==> src/rtl/bus_rr_sched_pkg.sv <==
// Shared types and helpers for the round-robin bus scheduler.
package bus_sched_pkg;

  typedef enum logic [1:0] {
    IDLE = 2'd0,
    POP  = 2'd1,
    PUSH = 2'd2
  } sched_state_e;

  localparam logic [7:0] BCAST_DEF = 8'hFF;
  localparam int         PKT_MAX   = 64;

  // Destination ID lives in the top byte of a packet of width sz.
  function automatic logic [7:0] get_dest(input logic [PKT_MAX-1:0] pkt, input int sz);
    get_dest = 8'(pkt >> (sz - 8));
  endfunction

endpackage

==> src/rtl/bus_rr_sched_if.sv <==
// Driver-side FIFO handshake bundle between the scheduler and its ports.
interface bus_rr_sched_if #(
  parameter int drvrs   = 4,
  parameter int pckg_sz = 16
);
  logic [drvrs-1:0]              pndng;
  logic [drvrs-1:0][pckg_sz-1:0] D_pop;
  logic [drvrs-1:0]              pop;
  logic [drvrs-1:0]              push;
  logic [drvrs-1:0][pckg_sz-1:0] D_push;
  logic                          busy;
  logic [3:0]                    grant_id;
  logic                          drop;

  modport master (
    input  pndng, D_pop,
    output pop, push, D_push, busy, grant_id, drop
  );

  modport slave (
    output pndng, D_pop,
    input  pop, push, D_push, busy, grant_id, drop
  );
endinterface

==> src/rtl/bus_rr_sched_rr_arbiter.sv <==
// Combinational round-robin picker: first set request above 'last', wrapping.
module rr_arbiter #(
  parameter int drvrs = 4
) (
  input  logic [drvrs-1:0] req,
  input  logic [3:0]       last,
  output logic [3:0]       gnt_id,
  output logic             valid
);
  localparam int IW = (drvrs > 1) ? $clog2(drvrs) : 1;

  logic [IW-1:0] idx_s;
  logic          hit_s;

  // Scan upward from last+1; the first hit latches and later hits are ignored.
  always_comb begin
    gnt_id = 4'd0;
    valid  = 1'b0;
    idx_s  = '0;
    hit_s  = 1'b0;
    for (int i = 1; i <= drvrs; i++) begin
      idx_s  = IW'((int'(last) + i) % drvrs);
      hit_s  = req[idx_s] && !valid;
      gnt_id = hit_s ? 4'(idx_s) : gnt_id;
      valid  = valid | hit_s;
    end
  end
endmodule

==> src/rtl/bus_rr_sched.sv <==
// Shared-bus scheduler: pops one packet from a round-robin granted port and
// delivers it to its destination port (or all others on broadcast).
module bus_rr_sched
  import bus_sched_pkg::*;
#(
  parameter int         drvrs     = 4,
  parameter int         pckg_sz   = 16,
  parameter logic [7:0] broadcast = BCAST_DEF
) (
  input  logic            clk,
  input  logic            reset,
  bus_rr_sched_if.master  bus
);
  localparam int IW = (drvrs > 1) ? $clog2(drvrs) : 1;

  sched_state_e                  state_r;
  logic [3:0]                    grant_r;
  logic [3:0]                    last_r;
  logic [drvrs-1:0]              pop_r;
  logic [drvrs-1:0]              push_r;
  logic [drvrs-1:0][pckg_sz-1:0] d_push_r;
  logic [pckg_sz-1:0]            pkt_r;
  logic                          busy_r;
  logic                          drop_r;

  logic [3:0]       arb_gnt_s;
  logic             arb_valid_s;
  logic [IW-1:0]    gidx_s;
  logic [drvrs-1:0] gnt_mask_s;
  logic [7:0]       dest_s;
  logic [drvrs-1:0] push_nxt_s;
  logic             drop_nxt_s;

  rr_arbiter #(.drvrs(drvrs)) u_arb (
    .req    (bus.pndng),
    .last   (last_r),
    .gnt_id (arb_gnt_s),
    .valid  (arb_valid_s)
  );

  assign gidx_s     = grant_r[IW-1:0];
  assign gnt_mask_s = {{(drvrs-1){1'b0}}, 1'b1} << gidx_s;
  assign dest_s     = get_dest(PKT_MAX'(pkt_r), pckg_sz);

  // Routing decision for the captured packet; the source port never receives it.
  always_comb begin
    push_nxt_s = '0;
    drop_nxt_s = 1'b0;
    if (dest_s == broadcast) begin
      push_nxt_s = ~gnt_mask_s;
    end else if ((int'(dest_s) < drvrs) && (dest_s != {4'd0, grant_r})) begin
      push_nxt_s = {{(drvrs-1){1'b0}}, 1'b1} << dest_s;
    end else begin
      drop_nxt_s = 1'b1;
    end
  end

  // Three-phase transfer FSM with fully registered strobes.
  always_ff @(posedge clk) begin
    if (reset) begin
      state_r  <= IDLE;
      grant_r  <= 4'd0;
      last_r   <= 4'(drvrs - 1);
      pop_r    <= '0;
      push_r   <= '0;
      d_push_r <= '0;
      pkt_r    <= '0;
      busy_r   <= 1'b0;
      drop_r   <= 1'b0;
    end else begin
      pop_r  <= '0;
      push_r <= '0;
      drop_r <= 1'b0;
      case (state_r)
        IDLE: begin
          if (arb_valid_s) begin
            grant_r <= arb_gnt_s;
            last_r  <= arb_gnt_s;
            state_r <= POP;
            busy_r  <= 1'b1;
          end else begin
            busy_r  <= 1'b0;
          end
        end
        POP: begin
          pop_r   <= gnt_mask_s;
          pkt_r   <= bus.D_pop[gidx_s];
          state_r <= PUSH;
          busy_r  <= 1'b1;
        end
        PUSH: begin
          push_r <= push_nxt_s;
          drop_r <= drop_nxt_s;
          for (int i = 0; i < drvrs; i++) begin
            if (push_nxt_s[i]) begin
              d_push_r[i] <= pkt_r;
            end else begin
              d_push_r[i] <= d_push_r[i];
            end
          end
          state_r <= IDLE;
          busy_r  <= 1'b0;
        end
        default: begin
          state_r <= IDLE;
          busy_r  <= 1'b0;
        end
      endcase
    end
  end

  assign bus.pop      = pop_r;
  assign bus.push     = push_r;
  assign bus.D_push   = d_push_r;
  assign bus.busy     = busy_r;
  assign bus.grant_id = grant_r;
  assign bus.drop     = drop_r;

endmodule

==> src/flat_wrapper.sv <==
// flat-port wrapper written by rule: the top's interface ports become plain ports
module bus_rr_sched_flat import bus_sched_pkg::*;
#(
  parameter int         drvrs     = 4,
  parameter int         pckg_sz   = 16,
  parameter logic [7:0] broadcast = BCAST_DEF
)
  (clk, reset, bus_pndng, bus_D_pop, bus_pop, bus_push, bus_D_push, bus_busy, bus_grant_id, bus_drop);
  bus_rr_sched_if #(.drvrs(drvrs), .pckg_sz(pckg_sz)) bus_i ();
  input  logic clk;
  input  logic reset;
  input wire logic [$bits(bus_i.pndng)-1:0] bus_pndng;
  input wire logic [$bits(bus_i.D_pop)-1:0] bus_D_pop;
  output wire logic [$bits(bus_i.pop)-1:0] bus_pop;
  output wire logic [$bits(bus_i.push)-1:0] bus_push;
  output wire logic [$bits(bus_i.D_push)-1:0] bus_D_push;
  output wire logic [$bits(bus_i.busy)-1:0] bus_busy;
  output wire logic [$bits(bus_i.grant_id)-1:0] bus_grant_id;
  output wire logic [$bits(bus_i.drop)-1:0] bus_drop;
  assign bus_i.pndng = bus_pndng;
  assign bus_i.D_pop = bus_D_pop;
  assign bus_pop = bus_i.pop;
  assign bus_push = bus_i.push;
  assign bus_D_push = bus_i.D_push;
  assign bus_busy = bus_i.busy;
  assign bus_grant_id = bus_i.grant_id;
  assign bus_drop = bus_i.drop;
  bus_rr_sched #(.drvrs(drvrs), .pckg_sz(pckg_sz), .broadcast(broadcast)) u_core (.clk(clk), .reset(reset), .bus(bus_i));
endmodule
==> config.mk <==
export PLATFORM = sky130hd
export DESIGN_NAME = bus_rr_sched_flat
export DESIGN_NICKNAME = d
export VERILOG_FILES = /design/src/rtl/bus_rr_sched_pkg.sv /design/src/rtl/bus_rr_sched_if.sv /design/src/rtl/bus_rr_sched_rr_arbiter.sv /design/src/rtl/bus_rr_sched.sv /design/src/flat_wrapper.sv
export SDC_FILE = /design/constraint.sdc
export NUM_CORES = 1
export LEC_CHECK = 0
export ABC_AREA = 1
export BUFFER_PORTS_ARGS = -buffer_cell sky130_fd_sc_hd__buf_2
export CORE_MARGIN = 3
export CORE_UTILIZATION = 50
export DETAILED_ROUTE_END_ITERATION = 10
export HOLD_SLACK_MARGIN = 0.06
export MAX_ROUTING_LAYER = met4
export PLACE_DENSITY = 0.77
export REMOVE_ABC_BUFFERS = 1
export SETUP_SLACK_MARGIN = 0.4
export SLEW_MARGIN = 20
export SYNTH_ARGS = -nofsm -noshare
export SYNTH_HDL_FRONTEND = slang
export SYNTH_HIERARCHICAL = 1
export SYNTH_SLANG_ARGS = --single-unit
export TNS_END_PERCENT = 20
==> constraint.sdc <==
create_clock -name clk -period 2.5 [get_ports clk]
set_clock_uncertainty 0.2 [all_clocks]
set_input_delay 0.25 -clock clk [delete_from_list [all_inputs] [get_ports clk]]
set_output_delay 0.25 -clock clk [all_outputs]
set_load 0.02 [all_outputs]
==> Word-level counts from Yosys, hierarchy flattened <==
Cells that the tools add are included.
W data, S select, Z words.
{ "totals": {"reg_bits": 98, "elab_cells": 72, "output_inout_bits": 78, "in_bits": 70} }
{ "classes": {"shift": 2, "addsub": 4, "n_lt_le_gt_ge": 6, "bitwise": 6, "n_reduce_logical": 16, "muxes": 21, "eq_ne": 5} }
{ "ops": {"columns": ["op", "count"], "rows": [
  ["$bmux W16 S2", 1],
  ["$mux W16", 1],
  ["$lt A2 B3 Y1 const B", 5],
  ["$mux W2", 5],
  ["$reduce_and A2 Y1", 5],
  ["$bmux W1 S2", 4],
  ["$eq A8 B8 Y1 const B", 1],
  ["$lt A8 B3 Y1 const B", 1],
  ["$mux W4", 2],
  ["$ne A8 B4 Y1", 1],
  ["$shl A1 B8 Y4 const A", 1],
  ["$mux W1", 6],
  ["$add A2 B1 Y2 const B", 2],
  ["$add A2 B2 Y2 const B", 2],
  ["$logic_and A1 B1 Y1", 4],
  ["$not A4 Y4", 1],
  ["$pmux W2 S2", 1],
  ["$reduce_or A2 Y1", 2],
  ["$shl A1 B2 Y4 const A", 1],
  ["$logic_not A1 Y1", 3],
  ["$or A1 B1 Y1", 3],
  ["$reduce_or A3 Y1", 1],
  ["$eq A2 B1 Y1 const B", 1],
  ["$eq A2 B2 Y1 const B", 1],
  ["4 further kinds", 5]
]} }

==> Depth between registers and ports, before layout <==
Gate-level depths: netlist (run 1).
{ "depth": {"depth_word": 14, "depth_mapped": 13, "ltp_nobuf": 11} }

==> By module <==
The synthesis (run 1) kept the hierarchy.
{ "by_module_without_submodules": {"columns": ["mod", "n_inst", "area_each_um2", "cells_each"], "rows": [
  ["bus_rr_sched", 1, 4212.8, 560],
  ["rr_arbiter", 1, 309.0, 52]
]} }

==> Worst setup path before layout (run 1) <==
OpenSTA, ideal clock, no wires.
{ "synth_path": {"kind": "reg-to-reg", "start": "register u_core.grant_r[1], in the netlist u_core/bus.grant_id[1]", "end": "register u_core.d_push_r (netlist bit u_core/bus.D_push[10])", "n_path_buf": 2, "setup_time_ps": 109, "arrival_time_ps": 1433, "path_stages_with_launch": 12, "path_slack_ps": 758, "path_cell_list": "dfxtp_1 > buf_6 > nand2_1 > nand3_1 > nor2_2 > nor2_4 > nand2_4 > nand2_8 > buf_4 > nand3_1 > nand2_1 > inv_1"} }
{ "synth_via": {"elab_chain_len": 5, "word_cells_on_any_way": 7} }
{ "synth_rtl": {"columns": ["element", "line_no", "source"], "rows": [
  ["from (decl)", "bus_rr_sched.sv:17", "logic [3:0] grant_r;"],
  ["from (signal assigned)", "bus_rr_sched.sv:77", "grant_r <= arb_gnt_s;"],
  ["$ne A8 B4 Y1", "bus_rr_sched.sv:51", "end else if ((int'(dest_s) < drvrs) && (dest_s != {4'd0, grant_r})) begin"],
  ["$logic_and A1 B1 Y1", "bus_rr_sched.sv:51", null],
  ["$mux W4", "bus_rr_sched.sv:51", null],
  ["$mux W4 (*)", "bus_rr_sched.sv:49", "if (dest_s == broadcast) begin"],
  ["$reduce_and A2 Y1 (no source line) (*)", null, null],
  ["to (signal, indexed assignment)", "bus_rr_sched.sv:96", "d_push_r[i] <= pkt_r;"],
  ["to (signal, indexed assignment)", "bus_rr_sched.sv:98", "d_push_r[i] <= d_push_r[i];"],
  ["to (decl)", "bus_rr_sched.sv:21", "logic [drvrs-1:0][pckg_sz-1:0] d_push_r;"]
]} }
Mark *: on every way between the ends. The rest lies on a longest branch, timed or not.
A chain may end at the register's enable or synchronous reset.

==> Worst setup path in the final report (run 1) <==
{ "layout_path": {"start": "register u_core.grant_r[0], in the netlist u_core/bus.grant_id[0]", "end": "register u_core.pkt_r[6]"} }
{ "layout_via": {"elab_chain_len": 2} }
{ "layout_rtl": {"columns": ["element", "line_no", "source"], "rows": [
  ["$bmux W16 S2", "bus_rr_sched.sv:87", "pkt_r <= bus.D_pop[gidx_s];"],
  ["$mux W16 (not written as such)", "bus_rr_sched.sv:87", null],
  ["to (signal assigned)", "bus_rr_sched.sv:87", null],
  ["to (decl)", "bus_rr_sched.sv:22", "logic [pckg_sz-1:0] pkt_r;"]
]} }
Every way passes these cells. The select of a mux whose other input is x is not followed.

==> flow_metrics.env, run 1 <==
export IMPL_status="finished clean"
export IMPL_die_h_um=101.1
export IMPL_grt_max_degree=43
export IMPL_p_leak_nw=2.852
export IMPL_p_clk_share_pct=19.3
export IMPL_hold_path_startpoint="bus_D_pop[18]"
export IMPL_routed_via_density=5.234
export IMPL_synth_top_family_by_area="simple AND/OR/NAND/NOR gates"
export IMPL_nNetsFinal=850
export IMPL_core_area_mm2=0.008763
export IMPL_drt_wl_total_um=13010
export IMPL_ys_top_cells_by_area="dfxtp_1 43%, nand2_1 12%, a21oi_1 6.3%"
export IMPL_rows=34
export IMPL_first_global_vias=4366
export IMPL_final_core_util_pct=66.38
export IMPL_synth_compound_area_share_pct=11.98
export IMPL_critPathLaunchType="register"
export IMPL_ys_seq_elements=98
export IMPL_synth_adder_area_share_pct=0
export IMPL_internal_power_mw=2.833
export IMPL_arrival_ns=2.11
export IMPL_grt_pass1_wl_um=20490
export IMPL_regToRegSetupSlack_ns=0.48
export IMPL_dr_pass1_iters=5
export IMPL_p_switching_mw=2.181
export IMPL_num_antenna_cells=0
export IMPL_fin_area_mm2=0.005817
export IMPL_syn_inst=612
export IMPL_gp_congestion=0.9306
export IMPL_swShare_pct=43.49
export IMPL_slew_viol_final=0
export IMPL_root_buffer="clkbuf_8"
export IMPL_ys_seq_area_share_pct=43.39
export IMPL_p_per_area_mw_per_mm2=862.0
export IMPL_chipWidth_um=101.1
export IMPL_syn_area_mm2=0.004522
export IMPL_synth_warnings=6
export IMPL_min_to="u_core/pkt_r[2]$_SDFFE_PP0P_"
export IMPL_rsz0062_at_grt="true"
export IMPL_post_drt_wl_per_cell_um=14.57
export IMPL_drt_initial_drc_count=270
export IMPL_pwr_share_seq_pct=39.2
export IMPL_synth_xor_area_share_pct=0
export IMPL_r2r_start="u_core/bus.grant_id[0]$_SDFFE_PP0P_"
export IMPL_hold_viol_final=0
export IMPL_die_area_mm2=0.01022
export IMPL_worstSkewPairLatency_ns=0.36
export IMPL_max_freq_mhz=496.0
export IMPL_drc=0
export IMPL_globalRoute_totalOverflow=0
export IMPL_p_comb_share_pct=41.6
export IMPL_clock_tree_buffer_depth=2
export IMPL_drtAntennaViolNets=0
export IMPL_avgSynthCellArea_um2=7.389
export IMPL_crit_fanout=17
export IMPL_clk_pin_slew_ns=0.11
export IMPL_numCtsBuffers=9
export IMPL_rr_worst_depth=4
export IMPL_rr_endpoint="u_core/pkt_r[6]$_SDFFE_PP0P_"
export IMPL_critPathKind="register to register"
export IMPL_cp_required_ns=2.60
export IMPL_yosys_area_share_simple_pct=34.70
export IMPL_port_buffers=147
export IMPL_critPathLaunch="u_core/bus.grant_id[0]$_SDFFE_PP0P_"
export IMPL_fin_crit_sh_pct=80.65
export IMPL_cts_sinks=98
export IMPL_relSlewSlack_pct=53.97
export IMPL_syn_to_final_growth_pct=28.64
export IMPL_min_path_cells=5
export IMPL_drv_cap=0
export IMPL_via_count=4674
export IMPL_ys_types=30
export IMPL_min_path_type="primary input to register"
export IMPL_place_hpwl_um=8780
export IMPL_setup_violations=0
export IMPL_drive_above_1_share_pct=29.68
export IMPL_num_io_pins=148
export IMPL_crit_path_end_kind="register"
export IMPL_worst_pin_slew_ns=0.6897
export IMPL_place_area_mm2=0.005249
export IMPL_h_tree_depth=3
export IMPL_vdd_drop_max_mv=0.6243
export IMPL_cts_tree="done"
export IMPL_synth_top_area_share_pct=43.39
export IMPL_layout_min_cycle_time_ns=2.016
export IMPL_initial_core_util_pct=51.60
export IMPL_power_mw=5.014
export IMPL_antenna_found_initial=0
export IMPL_synth_top_cell_by_area="dfxtp_1"
export IMPL_grt_total_usage_pct=25.90
export IMPL_muxShareOfSynthArea_pct=0
## Yosys cell counts
| cell | instances |
|---|---|
| inv_6 | 2 |
| a21oi_1 | 57 |
| buf_6 | 9 |
| o21ai_0 | 11 |
| a21oi_2 | 2 |
| buf_1 | 4 |
| nand3b_1 | 4 |
| nand2_2 | 26 |
| inv_2 | 4 |
| a41oi_1 | 3 |
| buf_4 | 5 |
| nand3_1 | 49 |
| nor2_4 | 5 |
| dfxtp_1 | 98 |
| buf_8 | 1 |
| nand4_2 | 1 |
| a31oi_1 | 6 |
| nor2_2 | 5 |
| nand2_8 | 2 |
| nand2_1 | 150 |
| a22oi_1 | 15 |
| conb_1 | 1 |
| clkbuf_1 | 13 |
| inv_1 | 44 |
| o21a_1 | 1 |
| nand2_4 | 8 |
| nand4_1 | 14 |
| nor3_1 | 2 |
| nor2_1 | 64 |
| buf_2 | 6 |
## placed cells by master (no fill, tap or decap)
cell and instances:
inv_8 1, clkinv_2 1, dlygate4sd3_1 36, inv_2 4, nor2_2 3, nor2_4 7
buf_12 1, nand2_8 3, nor3_1 2, buf_4 10, nor2_1 64, a22oi_1 15
a41oi_1 3, nand2_4 8, o21ai_0 11, nand2_2 25, clkbuf_8 9, a31oi_1 6
conb_1 2, nand2_1 150, o21a_1 1, dfxtp_2 4, nand3_1 49, nand3b_1 4
dfxtp_1 94, a21oi_2 2, inv_1 44, nand4_2 1, buf_2 147, clkinv_4 3
inv_6 4, nand4_1 14, a21oi_1 57
## metrics by stage
stage	TNS (ns)	hold WS [ns]	worst slack, ns	cells
2_1_floorplan	-22.67	0.1124	-0.5294	575
3_3_place_gp	0	0.2334	0.3898	841
3_5_place_dp	0	0.2441	0.2868	841
4_1_cts	0	0.06076	0.3181	893
5_1_grt	0	0.06190	0.3540	893
6_report	0	0.07056	0.4837	893
## power by group through the flow
stage / clock network [mW] / logic, mW / registers [mW]
6_report: 0.965 / 2.09 / 1.96
2_1_floorplan: 0 / 1.31 / 2.04
5_1_grt: 1.06 / 2.28 / 1.99
3_5_place_dp: 0 / 1.99 / 1.98
4_1_cts: 0.984 / 2.06 / 1.95
3_3_place_gp: 0 / 1.94 / 1.97
## worst max-delay path: stages (launching register included)
cell           delay (ns)
dfxtp_2              0.38
nor2_4               0.46
a22oi_1              0.17
dlygate4sd3_1        0.59
a41oi_1              0.15
## cells by family (layout without fill, tap and decap cells)
family                 after synthesis  in the layout
flip-flops                          98             98
AND/OR/NAND/NOR                    330            330
other                                1              2
buffers and inverters               88            260
AO/OA/AOI/OAI                       95             95
## flip-flops by register name, summed over array words and instances (netlist names)
name,cells
u_core/bus.D_push,64
u_core/pkt_r,16
u_core/bus.grant_id,4
u_core/bus.pop,4
u_core/bus.push,4
u_core/last_r,2
u_core/state_r,2
u_core/bus.busy,1
u_core/bus.drop,1
## worst max-delay path by stage
| stage | slack, ns | cells past startpoint | to |
|---|---|---|---|
| floorplan | -0.53 | 8 | u_core/bus.D_push[0]$_SDFFE_PP0P_ |
| global placement | 0.39 | 8 | u_core/bus.D_push[1]$_SDFFE_PP0P_ |
| detailed placement | 0.29 | 8 | u_core/bus.D_push[2]$_SDFFE_PP0P_ |
| CTS | 0.32 | 9 | u_core/bus.D_push[61]$_SDFFE_PP0P_ |
| global route | 0.35 | 7 | u_core/bus.D_push[26]$_SDFFE_PP0P_ |
| finish | 0.48 | 4 | u_core/pkt_r[6]$_SDFFE_PP0P_ |
## cell type report
cell class | instances | area, um2
Clock inverter | 7 | 60.06
Inverter | 50 | 197.7
Timing Repair Buffer | 194 | 1191
Sequential cell | 98 | 1967
Tap cell | 108 | 135.1
Multi-Input combinational cell | 427 | 2142
Clock buffer | 9 | 123.9
Fill cell | 748 | 2947
## what timing repair did
action,4_1_cts,5_1_grt
buffers inserted,0,0
hold endpoints to repair,12,0
setup endpoints to repair,23,40
hold buffers,36,0
resized for setup,1,6
## routing by layer
metal / part of all wire [%] / GRT usage, %
met1: 42 / 32.37
met2: 48 / 42.25
met3: 8.6 / 5.052
met4: 1.8 / 8.180
met5: 0 / -
Note: power is estimated with default switching activity, not from simulation.
==> run 2, diff against run 1 <==
--- a/config.mk
+++ b/config.mk
@@ -5,14 +5,14 @@
 export SDC_FILE = /design/constraint.sdc
 export NUM_CORES = 1
 export LEC_CHECK = 0
-export ABC_AREA = 1
+export ABC_AREA = 0
 export BUFFER_PORTS_ARGS = -buffer_cell sky130_fd_sc_hd__buf_2
 export CORE_MARGIN = 3
-export CORE_UTILIZATION = 50
+export CORE_UTILIZATION = 45
 export DETAILED_ROUTE_END_ITERATION = 10
 export HOLD_SLACK_MARGIN = 0.06
 export MAX_ROUTING_LAYER = met4
-export PLACE_DENSITY = 0.77
+export PLACE_DENSITY = 0.74
 export REMOVE_ABC_BUFFERS = 1
 export SETUP_SLACK_MARGIN = 0.4
 export SLEW_MARGIN = 20
==> constraint.sdc (replaced) <==
create_clock -name clk -period 1.64 [get_ports clk]
set_clock_uncertainty 0.2 [all_clocks]
set_input_delay 0.164 -clock clk [delete_from_list [all_inputs] [get_ports clk]]
set_output_delay 0.164 -clock clk [all_outputs]
set_load 0.02 [all_outputs]
==> run 2 against run 1 <==
  * The flow now finishes with violations (negative setup slack)
  * Register-to-register slack got worse by 0.69 ns
  * Cell area up 4.6%
  * Synthesized area down 7.7%
  * Worst hold slack lost 0.0056 ns
  * Final cell count fell by 22%
  * Global-route usage down 4.9 points
  * Via count is 21% lower
  * Critical path type unchanged
  * Largest cell class unchanged
  * Highest routed layer unchanged
==> flow_metrics.env, run 2 <==
export IMPL_grt_max_degree=59
export IMPL_finalSetupTns_ns=-8.746
export IMPL_die_h_um=102.3
export IMPL_drv_cap=0
export IMPL_critPathLaunchType="register"
export IMPL_status="finished with violations"
export IMPL_ys_seq_elements=98
export IMPL_grt_pass1_wl_um=16980
export IMPL_root_buffer="clkbuf_8"
export IMPL_cp_required_ns=1.68
export IMPL_p_per_area_mw_per_mm2=906.8
export IMPL_max_stage_delay_ns=0.34
export IMPL_cp_depth=6
export IMPL_num_io_pins=148
export IMPL_ys_top_cells_by_area="dfxtp_1 47%, mux4_2 8.6%, mux2i_1 7.9%"
export IMPL_worstSkewPairLatency_ns=0.36
export IMPL_port_buffers=147
export IMPL_p_leak_nw=2.645
export IMPL_crit_path_end_kind="register"
export IMPL_grt_total_usage_pct=21.05
export IMPL_drt_initial_drc_count=80
export IMPL_dr_pass1_iters=4
export IMPL_setup_violations=68
export IMPL_routed_via_density=5.346
export IMPL_synth_compound_area_share_pct=15.30
export IMPL_synth_most_common_cell="dfxtp_1"
export IMPL_r2r_start="u_core/pkt_r[10]$_SDFFE_PP0P_"
export IMPL_initial_core_util_pct=47.14
export IMPL_drive_above_1_share_pct=46.93
export IMPL_syn_to_final_growth_pct=45.86
export IMPL_h_tree_depth=3
export IMPL_fin_area_mm2=0.006085
export IMPL_avgSynthCellArea_um2=9.980
export IMPL_max_freq_mhz=541.6
export IMPL_place_area_mm2=0.005221
export IMPL_multi_input_area_mm2=0.002323
export IMPL_rr_endpoint="u_core/bus.D_push[31]$_SDFFE_PP0P_"
export IMPL_gp_congestion=0.7779
export IMPL_syn_area_mm2=0.004172
export IMPL_synth_edff_count=0
export IMPL_synth_top_area_share_pct=47.03
export IMPL_muxShareOfSynthArea_pct=16.56
export IMPL_yosys_top_cells_count="98 x dfxtp_1, 58 x a21oi_1, 50 x nand2b_1"
export IMPL_synth_warnings=6
export IMPL_crit_chain="nor4_4 -> o311ai_4 -> buf_6 -> clkbuf_16 -> o31ai_1 -> a21oi_1"
export IMPL_drt_wl_total_um=11150
export IMPL_synth_top_family_by_area="multiplexers"
export IMPL_cts_tree="done"
export IMPL_mostFrequentLayoutCells="94 x buf_4, 89 x dfxtp_1, 78 x buf_2, 50 x a21oi_1, 48 x nand2b_1"
export IMPL_ys_types=35
export IMPL_drc=0
export IMPL_largest_register_ff_count=64
export IMPL_post_drt_wl_per_cell_um=16.07
export IMPL_regToRegSetupSlack_ns=-0.21
export IMPL_crit_fanout=10
export IMPL_clock_tree_buffer_depth=2
export IMPL_place_hpwl_um=7909
export IMPL_place_inst=673
export IMPL_power_mw=5.518
export IMPL_critPathKind="register to register"
export IMPL_chipWidth_um=102.3
export IMPL_synth_adder_area_share_pct=0
export IMPL_fin_cells=694
export IMPL_vdd_drop_max_mv=0.4434
export IMPL_hold_viol_final=0
export IMPL_failed_checks="negative setup slack"
export IMPL_final_common_cell="buf_4"
export IMPL_core_area_mm2=0.008848
export IMPL_min_path_type="primary input to register"
export IMPL_numCtsBuffers=9
export IMPL_rows=34
export IMPL_drtAntennaViolNets=0
export IMPL_synth_xor_area_share_pct=0.4199
export IMPL_num_antenna_cells=0
export IMPL_synth_top_cell_by_area="dfxtp_1"
export IMPL_critPathTopFamily="compound AO/OA/AOI/OAI gates"
export IMPL_slowest_stage="dfxtp_2"
export IMPL_antenna_found_initial=0
export IMPL_ys_seq_area_share_pct=47.03
export IMPL_critPathLaunch="u_core/pkt_r[10]$_SDFFE_PP0P_"
export IMPL_syn_inst=418
export IMPL_synth_async_reset_ratio_pct=0
export IMPL_seqCellArea_mm2=0.001978
export IMPL_yosys_area_share_simple_pct=15.54
export IMPL_die_area_mm2=0.01046
export IMPL_layout_min_cycle_time_ns=1.847
export IMPL_fillers=692
export IMPL_via_count=3710
export IMPL_rsz0062_at_grt="true"
export IMPL_arrival_ns=1.89
export IMPL_rr_worst_depth=6
export IMPL_cts_sinks=98
export IMPL_nNetsFinal=651
export IMPL_clk_pin_slew_ns=0.10
export IMPL_worst_path_buf_inv=2
export IMPL_synth_ff_type="dfxtp_1"
export IMPL_first_global_vias=3621
export IMPL_fin_crit_sh_pct=112.6
export IMPL_cp_endpoint="u_core/bus.D_push[31]$_SDFFE_PP0P_"
export IMPL_slew_viol_final=0
export IMPL_fin_ws_ns=-0.2065
export IMPL_globalRoute_totalOverflow=0
export IMPL_final_core_util_pct=68.76
[run 2: logic make-up after synthesis]
logic type / Yosys count
AOI/OAI and AO/OA: 99
xor gates and xnor gates: 2
buffers and inverters: 45
DFF: 98
muxes: 49
other: 1
and+or+nand+nor: 124
[run 2: routing by layer]
layer | part of all wire [%] | up-vias | wire length, um | track usage [%]
met5 | 0 | - | 0 | -
met4 | 1.7 | 0 | 191 | 8.274
met3 | 4.5 | 19 | 503 | 3.481
met2 | 53 | 131 | 5893 | 36.78
met1 | 41 | 1755 | 4562 | 24.01
li1 | - | 1805 | - | -
[run 2: worst min path at each step]
stage | startpoint | cells past startpoint | endpoint | slack [ns]
2_1_floorplan | reset | 1 | u_core/bus.D_push[10]$_SDFFE_PP0P_ | 0.03
3_3_place_gp | u_core/bus.D_push[24]$_SDFFE_PP0P_ | 2 | u_core/bus.D_push[24]$_SDFFE_PP0P_ | 0.23
3_5_place_dp | u_core/bus.D_push[57]$_SDFFE_PP0P_ | 2 | u_core/bus.D_push[57]$_SDFFE_PP0P_ | 0.24
4_1_cts | bus_D_pop[5] | 4 | u_core/pkt_r[5]$_SDFFE_PP0P_ | 0.05
5_1_grt | bus_D_pop[5] | 4 | u_core/pkt_r[5]$_SDFFE_PP0P_ | 0.08
6_report | bus_D_pop[5] | 4 | u_core/pkt_r[5]$_SDFFE_PP0P_ | 0.06
[run 2: timing repair]
item / in CTS / in global routing
gates resized for setup: 108 / 43
gates cloned: 0 / 1
pin swaps: 15 / 15
hold endpoints to repair: 6 / 0
setup endpoints to repair: 146 / 163
hold buffers: 3 / 0
buffers inserted: 1 / 0
[run 2: final cells by class]
class	instances	share of cell area, %
clock inverter	6	1.871
inverter	5	0.3085
timing repair buffer	191	22.80
multi-input combinational	276	38.19
sequential	98	32.51
tap	108	2.221
clock buffer	10	2.097
[run 2: power by group]
| part | internal, mW | switching (mW) | total (mW) |
|---|---|---|---|
| Clock | 1.02 | 0.818 | 1.84 |
| Combinational | 0.555 | 0.620 | 1.17 |
| Sequential | 2.45 | 0.0568 | 2.51 |
| Total | 4.02 | 1.49 | 5.52 |
[run 2: worst min-delay path, cell delays in order]
cell	delay, ns
buf_2	0.07
mux4_2	0.21
nand2_1	0.05
a21oi_1	0.10
[run 2: stage by stage]
stage,hold slack (ns),setup slack [ns]
after global routing,0.07626,-0.3004
after global placement,0.2320,-0.3109
after floorplan,0.03307,-1.597
final,0.06499,-0.2065
after CTS,0.05275,-0.1905
after detailed placement,0.2376,-0.3492
==> run 3, diff against run 2 <==
--- a/config.mk
+++ b/config.mk
@@ -8,16 +8,15 @@
 export ABC_AREA = 0
 export BUFFER_PORTS_ARGS = -buffer_cell sky130_fd_sc_hd__buf_2
 export CORE_MARGIN = 3
-export CORE_UTILIZATION = 45
+export CORE_UTILIZATION = 44
 export DETAILED_ROUTE_END_ITERATION = 10
 export HOLD_SLACK_MARGIN = 0.06
 export MAX_ROUTING_LAYER = met4
-export PLACE_DENSITY = 0.74
+export PLACE_DENSITY = 0.73
 export REMOVE_ABC_BUFFERS = 1
 export SETUP_SLACK_MARGIN = 0.4
 export SLEW_MARGIN = 20
 export SYNTH_ARGS = -nofsm -noshare
 export SYNTH_HDL_FRONTEND = slang
-export SYNTH_HIERARCHICAL = 1
 export SYNTH_SLANG_ARGS = --single-unit
 export TNS_END_PERCENT = 20
==> run 3 against run 2 <==
  * The flow still finishes with violations (negative setup slack)
  * Combinational power down 24%
  * Core utilization decreased by 4.3 points
  * Wire length decreased by 4.2%
  * Largest cell class unchanged
  * Clock-buffer cell count grew 4
  * Via count shrank 0.46%
  * Clock power fell by 16%
  * Fmax is 12% higher
  * Non-clock buffer count is 2 lower
  * Global-route usage decreased by 0.15 points
==> flow_metrics.env, run 3 <==
export IMPL_status="finished with violations"
export IMPL_failed_checks="negative setup slack"
export IMPL_setup_violations=1
export IMPL_numCtsBuffers=9
export IMPL_synth_top_cell_by_area="dfxtp_1"
export IMPL_slowest_stage="dfxtp_2"
export IMPL_num_io_pins=148
export IMPL_rsz0062_at_grt="true"
export IMPL_globalRoute_totalOverflow=0
export IMPL_drt_wl_total_um=10680
export IMPL_syn_inst=415
export IMPL_ys_top_cells_by_area="dfxtp_1 48%, mux4_2 9.1%, nand2_1 6.6%"
export IMPL_crit_chain="nor4_4 -> buf_6 -> nand4_4 -> o31a_1 -> buf_6 -> mux2i_1"
export IMPL_synth_most_common_cell="dfxtp_1"
export IMPL_yosys_area_share_simple_pct=23.24
export IMPL_hold_viol_final=0
export IMPL_cts_sinks=96
export IMPL_clock_tree_buffer_depth=2
export IMPL_min_path_type="primary input to register"
export IMPL_mostFrequentLayoutCells="89 x buf_2, 82 x buf_4, 66 x dfxtp_1, 64 x nand2_1, 46 x a21oi_1"
export IMPL_max_stage_delay_ns=0.35
export IMPL_worstSkewPairLatency_ns=0.35
export IMPL_largest_register_ff_count=64
export IMPL_synth_adder_area_share_pct=0
export IMPL_layout_min_cycle_time_ns=1.643
export IMPL_critPathKind="register to register"
export IMPL_synth_edff_count=0
export IMPL_synth_xor_area_share_pct=0.4408
export IMPL_drtAntennaViolNets=0
export IMPL_drt_initial_drc_count=126
export IMPL_clk_pin_slew_ns=0.09
export IMPL_synth_async_reset_ratio_pct=0
export IMPL_cp_required_ns=1.67
export IMPL_slew_viol_final=0
export IMPL_die_h_um=101.0
export IMPL_place_hpwl_um=7771
export IMPL_finalSetupTns_ns=-0.002555
export IMPL_routed_via_density=5.283
export IMPL_drv_cap=0
export IMPL_yosys_top_cells_count="96 x dfxtp_1, 70 x nand2_1, 51 x a21oi_1"
export IMPL_crit_fanout=6
export IMPL_synth_top_area_share_pct=48.36
export IMPL_arrival_ns=1.68
export IMPL_vdd_drop_max_mv=0.4412
export IMPL_synth_top_family_by_area="simple AND/OR/NAND/NOR gates"
export IMPL_num_antenna_cells=0
export IMPL_ys_seq_area_share_pct=48.36
export IMPL_first_global_vias=3438
export IMPL_regToRegSetupSlack_ns=-0.003
export IMPL_ys_types=43
export IMPL_post_drt_wl_per_cell_um=15.28
export IMPL_muxShareOfSynthArea_pct=11.08
export IMPL_syn_to_final_growth_pct=42.16
export IMPL_core_area_mm2=0.008763
export IMPL_via_count=3693
export IMPL_synth_compound_area_share_pct=12.69
export IMPL_crit_path_end_kind="register"
export IMPL_fillers=752
export IMPL_cp_common_cell="buf_6"
export IMPL_fin_area_mm2=0.005649
export IMPL_critPathLaunchType="register"
export IMPL_place_area_mm2=0.005027
export IMPL_die_area_mm2=0.01021
export IMPL_grt_total_usage_pct=20.90
export IMPL_port_buffers=145
export IMPL_cts_tree="done"
export IMPL_drc=0
export IMPL_drive_above_1_share_pct=48.05
export IMPL_avgSynthCellArea_um2=9.575
export IMPL_fin_ws_ns=-0.002555
export IMPL_final_common_cell="buf_2"
export IMPL_gp_congestion=0.8510
export IMPL_final_core_util_pct=64.46
export IMPL_fin_crit_sh_pct=100.2
export IMPL_ys_seq_elements=96
export IMPL_antenna_found_initial=0
export IMPL_root_buffer="clkbuf_8"
export IMPL_chipWidth_um=101.0
export IMPL_grt_max_degree=56
export IMPL_syn_area_mm2=0.003974
export IMPL_rows=34
export IMPL_grt_pass1_wl_um=16570
export IMPL_synth_ff_type="dfxtp_1"
export IMPL_hold_slack_ns=0.001518
export IMPL_nNetsFinal=656
export IMPL_h_tree_depth=3
export IMPL_p_leak_nw=2.390
export IMPL_initial_core_util_pct=45.35
export IMPL_dr_pass1_iters=4
export IMPL_max_freq_mhz=608.8
export IMPL_synth_warnings=0
export IMPL_p_per_area_mw_per_mm2=867.8
run 3: layout make-up:
type	instances	area, um2	share of cell area [%]
clock buffer	14	162.7	2.879
sequential	96	1972	34.91
clock inverter	2	37.54	0.6645
timing repair buffer	189	1294	22.90
tap	108	135.1	2.392
multi-input combinational	283	2022	35.79
inverter	7	26.28	0.4651
run 3: critical path, delay by kind of cell, from the launching register on:
family          cells  cell delay, ns
simple gates        2            0.38
flops               1            0.35
buf+inv             2            0.33
compound gates      1            0.16
mux                 1            0.11
run 3: cell families (layout without fill, tap and decap cells):
kind of cell	Yosys count	count (layout)
and+or+nand+nor	162	162
xor gates and xnor gates	2	2
DFF	96	96
AOI/OAI and AO/OA	93	93
buffers and inverters	37	212
other	1	2
muxes	24	24
run 3: routing by layer:
| layer | share of wire [%] | global-route usage [%] | vias to the layer above |
|---|---|---|---|
| met2 | 48 | 33.72 | 150 |
| met5 | 0 | - | - |
| met4 | 1.6 | 6.851 | 0 |
| met1 | 44 | 27.09 | 1709 |
| li1 | - | - | 1818 |
| met3 | 6.3 | 3.045 | 16 |
run 3: per-stage QoR:
stage / total power, mW / cells / setup WS [ns]
2_1_floorplan: 2.924 / 386 / -0.9128
3_3_place_gp: 3.258 / 679 / -0.01155
3_5_place_dp: 3.272 / 679 / -0.04763
4_1_cts: 4.863 / 698 / 0.02240
5_1_grt: 5.125 / 699 / -0.06308
6_report: 4.902 / 699 / -0.002555
run 3: final timing paths:
kind	startpoint	to	cells past startpoint
worst max register to register	u_core.pkt_r[10]$_SDFFE_PP0N_	u_core.bus.D_push[50]$_SDFFE_PP0P_	6
worst min-delay path	bus_pndng[2]	u_core.bus.grant_id[0]$_SDFFE_PP0P_	4
worst min register to register	u_core.bus.D_push[10]$_SDFFE_PP0P_	u_core.bus.D_push[10]$_SDFFE_PP0P_	2
worst max-delay path	u_core.pkt_r[10]$_SDFFE_PP0N_	u_core.bus.D_push[50]$_SDFFE_PP0P_	6
run 3: where the power goes:
group	switching (mW)	total [mW]	internal, mW
Clock	0.760	1.55	0.792
Combinational	0.428	0.892	0.464
Sequential	0.0586	2.46	2.40
run 3: what timing repair did:
item,CTS,global route
setup buffers,2,1
cloned,1,0
endpoints found under the setup margin,114,155
pin swaps,3,20
hold endpoints to repair,2,1
gates resized for setup,32,117
